==> src/rtl/cg_mapper_pkg.sv <==
// Shared constants for the PRG window mapper: config page decode, register indices, flag layout.
package cg_mapper_pkg;

  localparam logic [2:0] CFG_PAGE = 3'b101;

  localparam logic [2:0] REG_BASE_LO = 3'd0;
  localparam logic [2:0] REG_BASE_HI = 3'd1;
  localparam logic [2:0] REG_MASK_LO = 3'd2;
  localparam logic [2:0] REG_MASK_HI = 3'd3;
  localparam logic [2:0] REG_FLAGS   = 3'd4;

  localparam int FLAG_SRAM_EN  = 0;
  localparam int FLAG_PRG_WE   = 1;
  localparam int FLAG_FIXED    = 2;
  localparam int FLAG_LOCK     = 7;

  typedef struct packed {
    logic lock;
    logic fixed_last;
    logic prg_write_en;
    logic sram_enable;
  } cfg_flags_t;

  function automatic int cg_clog2(input int v);
    int r;
    r = 0;
    for (int k = 0; k < 31; k++) begin
      if ((1 << r) < v) r = r + 1;
    end
    return r;
  endfunction

endpackage

==> src/rtl/cg_prg_window_mapper_if.sv <==
// CPU-side bus into the PRG mapper and the translated page / config outputs.
interface cg_prg_window_mapper_if #(
  parameter int BASE_W = 14
);
  logic              romsel;
  logic              cpu_rw;
  logic [14:0]       cpu_addr;
  logic [7:0]        cpu_wdata;
  logic              wr_stb;
  logic [BASE_W-1:0] flash_page;
  logic              sram_enable;
  logic              prg_write_en;
  logic              init_done;
  logic              cfg_locked;
  logic [7:0]        cpu_rdata;
  logic              cpu_rdata_oe;

  modport master (
    output romsel, cpu_rw, cpu_addr, cpu_wdata, wr_stb,
    input  flash_page, sram_enable, prg_write_en, init_done, cfg_locked,
           cpu_rdata, cpu_rdata_oe
  );

  modport slave (
    input  romsel, cpu_rw, cpu_addr, cpu_wdata, wr_stb,
    output flash_page, sram_enable, prg_write_en, init_done, cfg_locked,
           cpu_rdata, cpu_rdata_oe
  );
endinterface

==> src/rtl/cg_init_timer.sv <==
// Power-up holdoff: counts m2 edges after reset release and raises init_done after INIT_CYCLES.
module cg_init_timer #(
  parameter int INIT_CYCLES = 15
) (
  input  logic m2,
  input  logic rst_n,
  output logic init_done
);

  localparam int CNT_W = $clog2(INIT_CYCLES + 1);

  logic [CNT_W-1:0] cnt_q, cnt_d;

  always_comb begin
    cnt_d = cnt_q;
    if (cnt_q < CNT_W'(INIT_CYCLES)) cnt_d = cnt_q + 1'b1;
  end

  always_ff @(posedge m2) begin
    if (!rst_n) cnt_q <= '0;
    else        cnt_q <= cnt_d;
  end

  assign init_done = (cnt_q == CNT_W'(INIT_CYCLES));

endmodule

==> src/rtl/cg_prg_window_mapper.sv <==
// PRG window mapper: page = base | (bank & ~mask), lockable config page at $5000-$5007.
// CG_CFG_READBACK_EN adds config register readback on the CPU data bus.
module cg_prg_window_mapper
  import cg_mapper_pkg::*;
#(
  parameter int N_WINDOWS   = 4,
  parameter int ADDR_OUT_W  = 27,
  parameter int BANK_W      = 8,
  parameter int INIT_CYCLES = 15
) (
  input logic                   m2,
  input logic                   rst_n,
  cg_prg_window_mapper_if.slave bus
);

  localparam int LOG_W       = cg_clog2(N_WINDOWS);
  localparam int WINDOW_BITS = 15 - LOG_W;
  localparam int BASE_W      = ADDR_OUT_W - WINDOW_BITS;
  localparam int SEL_W       = (LOG_W == 0) ? 1 : LOG_W;

  logic [BASE_W-1:0] base_q, base_d;
  logic [BASE_W-1:0] mask_q, mask_d;
  cfg_flags_t        flags_q, flags_d;
  logic [BANK_W-1:0] bank_q [N_WINDOWS];
  logic [BANK_W-1:0] bank_d [N_WINDOWS];

  logic              init_done;
  logic [SEL_W-1:0]  win_sel;
  logic [2:0]        reg_idx;
  logic              cfg_hit;
  logic              cfg_wr;
  logic              map_wr;
  logic [BANK_W-1:0] bank_eff;

  cg_init_timer #(.INIT_CYCLES(INIT_CYCLES)) u_init_timer (
    .m2       (m2),
    .rst_n    (rst_n),
    .init_done(init_done)
  );

  generate
    if (LOG_W == 0) begin : g_one_window
      assign win_sel = '0;
    end else begin : g_multi_window
      assign win_sel = bus.cpu_addr[14 -: LOG_W];
    end
  endgenerate

  assign reg_idx = bus.cpu_addr[2:0];
  assign cfg_hit = bus.romsel && (bus.cpu_addr[14:12] == CFG_PAGE) && (bus.cpu_addr[11:3] == 9'd0);
  // init_done is the pre-edge value, so the edge that completes the holdoff still rejects writes
  assign cfg_wr  = bus.wr_stb && !bus.cpu_rw && cfg_hit && !flags_q.lock && init_done;
  assign map_wr  = bus.wr_stb && !bus.cpu_rw && !bus.romsel && init_done;

  always_comb begin
    base_d  = base_q;
    mask_d  = mask_q;
    flags_d = flags_q;
    if (cfg_wr) begin
      case (reg_idx)
        REG_BASE_LO: for (int i = 0; i < BASE_W; i++) if (i < 8) base_d[i] = bus.cpu_wdata[i % 8];
        REG_BASE_HI: for (int i = 0; i < BASE_W; i++) if (i >= 8 && i < 16) base_d[i] = bus.cpu_wdata[i % 8];
        REG_MASK_LO: for (int i = 0; i < BASE_W; i++) if (i < 8) mask_d[i] = bus.cpu_wdata[i % 8];
        REG_MASK_HI: for (int i = 0; i < BASE_W; i++) if (i >= 8 && i < 16) mask_d[i] = bus.cpu_wdata[i % 8];
        REG_FLAGS: begin
          flags_d.sram_enable  = bus.cpu_wdata[FLAG_SRAM_EN];
          flags_d.prg_write_en = bus.cpu_wdata[FLAG_PRG_WE];
          flags_d.fixed_last   = bus.cpu_wdata[FLAG_FIXED];
          flags_d.lock         = bus.cpu_wdata[FLAG_LOCK];
        end
        default: ;
      endcase
    end
  end

  always_comb begin
    for (int w = 0; w < N_WINDOWS; w++) bank_d[w] = bank_q[w];
    if (map_wr) begin
      for (int b = 0; b < BANK_W; b++) begin
        bank_d[win_sel][b] = (b < 8) ? bus.cpu_wdata[b % 8] : 1'b0;
      end
    end
  end

  always_ff @(posedge m2) begin
    if (!rst_n) begin
      base_q  <= '0;
      mask_q  <= '1;
      flags_q <= '0;
      for (int w = 0; w < N_WINDOWS; w++) bank_q[w] <= '0;
    end else begin
      base_q  <= base_d;
      mask_q  <= mask_d;
      flags_q <= flags_d;
      for (int w = 0; w < N_WINDOWS; w++) bank_q[w] <= bank_d[w];
    end
  end

  always_comb begin
    bank_eff = bank_q[win_sel];
    if (flags_q.fixed_last && (win_sel == SEL_W'(N_WINDOWS - 1))) bank_eff = '1;
  end

  assign bus.flash_page   = base_q | (BASE_W'(bank_eff) & ~mask_q);
  assign bus.sram_enable  = flags_q.sram_enable;
  assign bus.prg_write_en = flags_q.prg_write_en;
  assign bus.init_done    = init_done;
  assign bus.cfg_locked   = flags_q.lock;

`ifdef CG_CFG_READBACK_EN
  logic [7:0] rdata_c;

  always_comb begin
    rdata_c = 8'h00;
    case (reg_idx)
      REG_BASE_LO: for (int i = 0; i < BASE_W; i++) if (i < 8) rdata_c[i % 8] = base_q[i];
      REG_BASE_HI: for (int i = 0; i < BASE_W; i++) if (i >= 8 && i < 16) rdata_c[i % 8] = base_q[i];
      REG_MASK_LO: for (int i = 0; i < BASE_W; i++) if (i < 8) rdata_c[i % 8] = mask_q[i];
      REG_MASK_HI: for (int i = 0; i < BASE_W; i++) if (i >= 8 && i < 16) rdata_c[i % 8] = mask_q[i];
      REG_FLAGS:   rdata_c = {flags_q.lock, 4'b0000, flags_q.fixed_last,
                              flags_q.prg_write_en, flags_q.sram_enable};
      default:     rdata_c = 8'h00;
    endcase
  end

  assign bus.cpu_rdata    = rdata_c;
  assign bus.cpu_rdata_oe = bus.cpu_rw && bus.romsel && (bus.cpu_addr[14:3] == 12'hA00);
`else
  assign bus.cpu_rdata    = 8'h00;
  assign bus.cpu_rdata_oe = 1'b0;
`endif

endmodule

==> src/flat_wrapper.sv <==
// flat-port wrapper written by rule: the top's interface ports become plain ports
module cg_prg_window_mapper_flat import cg_mapper_pkg::*;
#(
  parameter int N_WINDOWS   = 4,
  parameter int ADDR_OUT_W  = 27,
  parameter int BANK_W      = 8,
  parameter int INIT_CYCLES = 15
)
  (m2, rst_n, bus_romsel, bus_cpu_rw, bus_cpu_addr, bus_cpu_wdata, bus_wr_stb, bus_flash_page, bus_sram_enable, bus_prg_write_en, bus_init_done, bus_cfg_locked, bus_cpu_rdata, bus_cpu_rdata_oe);
  cg_prg_window_mapper_if #(.BASE_W(14)) bus_i ();
  input logic m2;
  input logic rst_n;
  input wire logic [$bits(bus_i.romsel)-1:0] bus_romsel;
  input wire logic [$bits(bus_i.cpu_rw)-1:0] bus_cpu_rw;
  input wire logic [$bits(bus_i.cpu_addr)-1:0] bus_cpu_addr;
  input wire logic [$bits(bus_i.cpu_wdata)-1:0] bus_cpu_wdata;
  input wire logic [$bits(bus_i.wr_stb)-1:0] bus_wr_stb;
  output wire logic [$bits(bus_i.flash_page)-1:0] bus_flash_page;
  output wire logic [$bits(bus_i.sram_enable)-1:0] bus_sram_enable;
  output wire logic [$bits(bus_i.prg_write_en)-1:0] bus_prg_write_en;
  output wire logic [$bits(bus_i.init_done)-1:0] bus_init_done;
  output wire logic [$bits(bus_i.cfg_locked)-1:0] bus_cfg_locked;
  output wire logic [$bits(bus_i.cpu_rdata)-1:0] bus_cpu_rdata;
  output wire logic [$bits(bus_i.cpu_rdata_oe)-1:0] bus_cpu_rdata_oe;
  assign bus_i.romsel = bus_romsel;
  assign bus_i.cpu_rw = bus_cpu_rw;
  assign bus_i.cpu_addr = bus_cpu_addr;
  assign bus_i.cpu_wdata = bus_cpu_wdata;
  assign bus_i.wr_stb = bus_wr_stb;
  assign bus_flash_page = bus_i.flash_page;
  assign bus_sram_enable = bus_i.sram_enable;
  assign bus_prg_write_en = bus_i.prg_write_en;
  assign bus_init_done = bus_i.init_done;
  assign bus_cfg_locked = bus_i.cfg_locked;
  assign bus_cpu_rdata = bus_i.cpu_rdata;
  assign bus_cpu_rdata_oe = bus_i.cpu_rdata_oe;
  cg_prg_window_mapper #(.N_WINDOWS(N_WINDOWS), .ADDR_OUT_W(ADDR_OUT_W), .BANK_W(BANK_W), .INIT_CYCLES(INIT_CYCLES)) u_core (.m2(m2), .rst_n(rst_n), .bus(bus_i));
endmodule
==> config.mk <==
export PLATFORM = sky130hd
export DESIGN_NAME = cg_prg_window_mapper_flat
export DESIGN_NICKNAME = d
export VERILOG_FILES = /design/src/rtl/cg_mapper_pkg.sv /design/src/rtl/cg_prg_window_mapper_if.sv /design/src/rtl/cg_init_timer.sv /design/src/rtl/cg_prg_window_mapper.sv /design/src/flat_wrapper.sv
export SDC_FILE = /design/constraint.sdc
export NUM_CORES = 1
export LEC_CHECK = 0
export CORE_ASPECT_RATIO = 1.2
export CORE_MARGIN = 4
export CORE_UTILIZATION = 40
export CTS_CLUSTER_SIZE = 40
export DETAILED_ROUTE_END_ITERATION = 10
export GPL_ROUTABILITY_DRIVEN = 0
export PLACE_DENSITY_LB_ADDON = 0.15
export SYNTH_ARGS = -nofsm -noshare
export SYNTH_HDL_FRONTEND = slang
export SYNTH_SLANG_ARGS = --single-unit
==> constraint.sdc <==
create_clock -name m2 -period 4.4 [get_ports m2]
set_clock_uncertainty 0.2 [all_clocks]
set_input_delay 0.88 -clock m2 [delete_from_list [all_inputs] [get_ports m2]]
set_output_delay 0.88 -clock m2 [all_outputs]
set_load 0.02 [all_outputs]
# Word-level counts from Yosys, hierarchy flattened
# Memory sizes are Yosys's and may differ from the RTL's.
# Cells that the tools add are included.
# word_totals
reg_bits	36
ramBits	32
in_bits	28
wordCells	81
memories	1
# classes
n_addsub	1
magnitude_cmp	3
eq_ne	7
n_mux	32
bitwise	8
n_reduce_logical	20
# mem_list
memory	depth	width	rd	rd_clocked_by_memory_dff	wr	line	rtl
u_core.bank_q	4	8	5	0	4	cg_prg_window_mapper.sv:24	logic [BANK_W-1:0] bank_q [N_WINDOWS];
# op_table
operator	count
$bwmux 32	8
$demux 8 s2	8
$mux 8	6
$mux 32	1
$and 8x14->14	1
$not 14->14	1
$or 14x14->14	1
$logic_and 1x1->1	10
$reduce_and 2->1	5
$logic_not 9->1	1
$mux 7	1
$eq 3x2->1 const B	2
$eq 3x3->1 const B	2
$mux 6	1
$mux 5	1
$add 4x1->4 const B	1
$eq 4x4->1 const B	1
$lt 4x4->1 const B	1
$mux 4	1
$or 1x1->1	4
$eq 3x1->1 const B	1
$ge 3x3->1 const B	1
$logic_not 1->1	3
$logic_not 3->1	1
other kinds (6)	8

# Depth between registers and ports, before layout
# depth
depth_word	15
mapped_depth	7
mapped_depth_nobuf	5

# By module
# A second synthesis with hierarchy kept.
# unflattened
cells_unflattened	339
area_unflattened_um2	2945.3
# by_module_without_submodules
module	instances	cells_per_inst	area_each_um2	seq_area_each_um2
cg_prg_window_mapper	1	320	2757.6	1161.1
cg_init_timer	1	19	187.7	80.1

# Worst setup path before layout
# OpenSTA, ideal clock, no wires.
# synth_timing
kind	input port to output port
start	input bus_cpu_addr[13]
end	output bus_flash_page[5]
t_arrival_ps	1985
required_ps	3320
path_slack_ps	1335
stages	6
cell_sequence	buf_4 -> buf_1 -> mux2i_1 -> nor2_1 -> a21oi_1 -> o21bai_1
# synth_between
elab_chain_cells	5
elab_cells_between_ends	6
# synth_lines
item	line	rtl
from (decl)	flat_wrapper.sv:15	input wire logic [$bits(bus_i.cpu_addr)-1:0] bus_cpu_addr;
parallel branches: the longest is 2 deep, another holds $mem_v2 4x8	-	
$mux 8 (*)	cg_prg_window_mapper.sv:101	if (flags_q.fixed_last && (win_sel == SEL_W'(N_WINDOWS - 1))) bank_eff = '1;
$and 8x14->14 (*)	cg_prg_window_mapper.sv:104	assign bus.flash_page = base_q | (BASE_W'(bank_eff) & ~mask_q);
$or 14x14->14 (*)	cg_prg_window_mapper.sv:104	
to (decl)	flat_wrapper.sv:18	output wire logic [$bits(bus_i.flash_page)-1:0] bus_flash_page;
# Every way passes the cells marked *.

# Worst setup path in the final report
# layout_timing
start	input bus_cpu_addr[14]
end	output bus_flash_page[4]
# The elaborated chain is that of the path after synthesis.

==> metrics.yaml <==
synthesis:
  seq_area_frac_synth_pct: 44.03
  ys_warn_count: 0
  synthDistinctLibCells: 35
  synth_edf_count: 0
  synth-async-reset-ratio_pct: 0
  synthFlopType: "dfxtp_1"
  syn_area_per_cell_sq_um: 8.782
  syn_inst: 321
  synth_seq_cells: 62
  syn_area_sq_mm: 0.002819
cts:
  numCtsBuffers: 9
  clkTransAtPathRegs_ps: 70
  cts.sinks: 62
  holdBufCountCts: 0
  tritoncts: "yes"
  cts_buffer_depth: 2
  ctsResizeCount: 0
  cts_setup_buffers: 0
  htree_num_levels: 3
  clkLatencyLatePin_ps: 340
  root_buffer: "clkbuf_8"
die:
  core_area_sq_mm: 0.006854
  die_h_um: 99.96
  ios: 55
  start_util_pct: 41.13
  die_area_sq_mm: 0.008460
  die_x_um: 84.64
  rows: 33
final_layout:
  fin_nets: 384
  final_area_sq_mm: 0.003467
  syn_to_final_growth_pct: 22.99
  n_antenna_cell: 0
  final_util_pct: 50.58
  final_cell_mix: "nor2_1 (62), dfxtp_1 (62), mux2i_1 (50), clkdlybuf4s50_1 (45), nand2_1 (29)"
  drive_gt1_share_pct: 7.222
sta:
  setup_slack_ps: 519.6
  max_freq_ghz: 0.2577
  tightest_slew_ps: 659.9
  relSlewSlack_pct: 55.87
  min_period_over_period_pct: 88.19
  maxSlewViolCount: 0
  setup_tns_ps: 0
  hold_viol_final: 0
  finalSetupViolCount: 0
  period_needed_ps: 3880
  rsz0062_at_grt: "no"
grt:
  grtUsageMet1_pct: 21.73
  antenna_found_initial: 0
  grt_remaining_overflow: 0
  grt-busiest-layer: "met2"
  met3_usage_pct: 4.351
  met2_usage_pct: 24.17
  grt_usage_pct: 16.04
  grt_max_degree: 44
  grt_pass1_vias: 2176
  grt_pass1_wl_um: 10670
outcome:
  status: "finished, final reports clean"
detailed_routing:
  vias: 2179
  drtIter0Drc: 106
  wl_per_cell_um: 13.92
  antenna_left: 0
  dr.pass1.iters: 4
  finalWirelength_um: 6224
  drc: 0
  routed_via_density: 4.875
worst_setup_path:
  worst_ep_arrival_time_ps: 2800
  critPathMaxFanout: 20
  startpoint_type: "input pin"
  critical_path_required_ps: 3320
  worstSetupEndpointType: "output port"
  path_class: "in2out"
placement:
  dp_slack_ps: 522.3
  io_buffers: 45
  dp_hpwl_um: 4419
  postPlaceCellArea_sq_mm: 0.003244
power_and_ir_drop:
  peakVddDrop_uv: 203.6
  power.density_mw_per_mm2: 345.8
  power_leakage_nw: 1.296
hold_path:
  min_path_type: "reg2reg"
run:
  max_cap_viol_count: 0
==> synthesized netlist by cell type, types with 4 or more instances <==
master	n	area [sq um]
clkbuf_1	11	41.29
nand3_1	17	85.08
o21bai_1	8	60.06
buf_1	4	15.01
dfxtp_1	62	1241
nor2_1	62	232.7
a21oi_1	16	80.08
buf_4	17	127.6
mux2i_1	50	500.5
nand2_1	29	108.9
o21ai_0	17	85.08
==> critical path: stages <==
cell             delay, ps
clkdlybuf4s50_1        890
a21oi_1                190
o21bai_1               200
clkdlybuf4s50_1        630
==> per-layer routing <==
layer | vias up | part of all wire (%)
li1 | 1144 | -
met1 | 988 | 49
met2 | 38 | 44
met3 | 9 | 4.6
met4 | 0 | 1.7
met5 | - | 0
==> path summary, 6_finish.rpt <==
path / start / end / slack [ps] / depth (start not counted)
min reg2reg: u_core.base_q[1] / u_core.base_q[1] / 250 / 2
max reg2reg: u_core.u_init_timer.cnt_q[0] / u_core.base_q[13] / 2080 / 5
max: bus_cpu_addr[14] / bus_flash_page[4] / 520 / 4
min: u_core.base_q[1] / u_core.base_q[1] / 250 / 2
==> kinds of logic after synthesis <==
kind of cell	after synthesis	synth area share, %
buf+inv	36	7.367
other cells	1	0.1330
fa+ha+maj	1	0.4438
simple gates	126	21.17
flops	62	44.03
mux	50	17.75
compound gates	44	8.789
xor+xnor	1	0.3108
==> flip-flops by register name, indices dropped and copies added (netlist names) <==
name                       count
u_core.bank_q                 32
u_core.base_q                 14
u_core.bus.sram_enable         1
u_core.bus.cfg_locked          1
u_core.flags_q                 1
u_core.bus.prg_write_en        1
u_core.mask_q                  8
u_core.u_init_timer.cnt_q      4
==> stage by stage <==
step | power [mW] | std cells | hold slack, ps
floorplan | 0.6272 | 329 | 231.3
global placement | 0.6595 | 431 | 239.4
detailed placement | 0.6602 | 431 | 245.2
CTS | 1.212 | 447 | 256.2
global route | 1.250 | 447 | 280.4
finish | 1.199 | 447 | 254.9
==> where the power goes <==
part	leakage, nW	internal [mW]	switching (mW)	total [mW]
Combinational	0.686	0.0343	0.0478	0.0821
Sequential	0.500	0.563	0.00179	0.565
Clock	0.109	0.320	0.232	0.552
Total	1.30	0.918	0.281	1.20
==> cell type report <==
class | instances | area, sq um
inverter | 2 | 7.507
fill | 683 | 3387
timing repair buffer | 49 | 480.5
sequential | 62 | 1241
clock buffer | 9 | 123.9
clock inverter | 7 | 98.84
multi-input combinational | 231 | 1406
tap | 87 | 108.9
(Power assumes the default switching activity.)
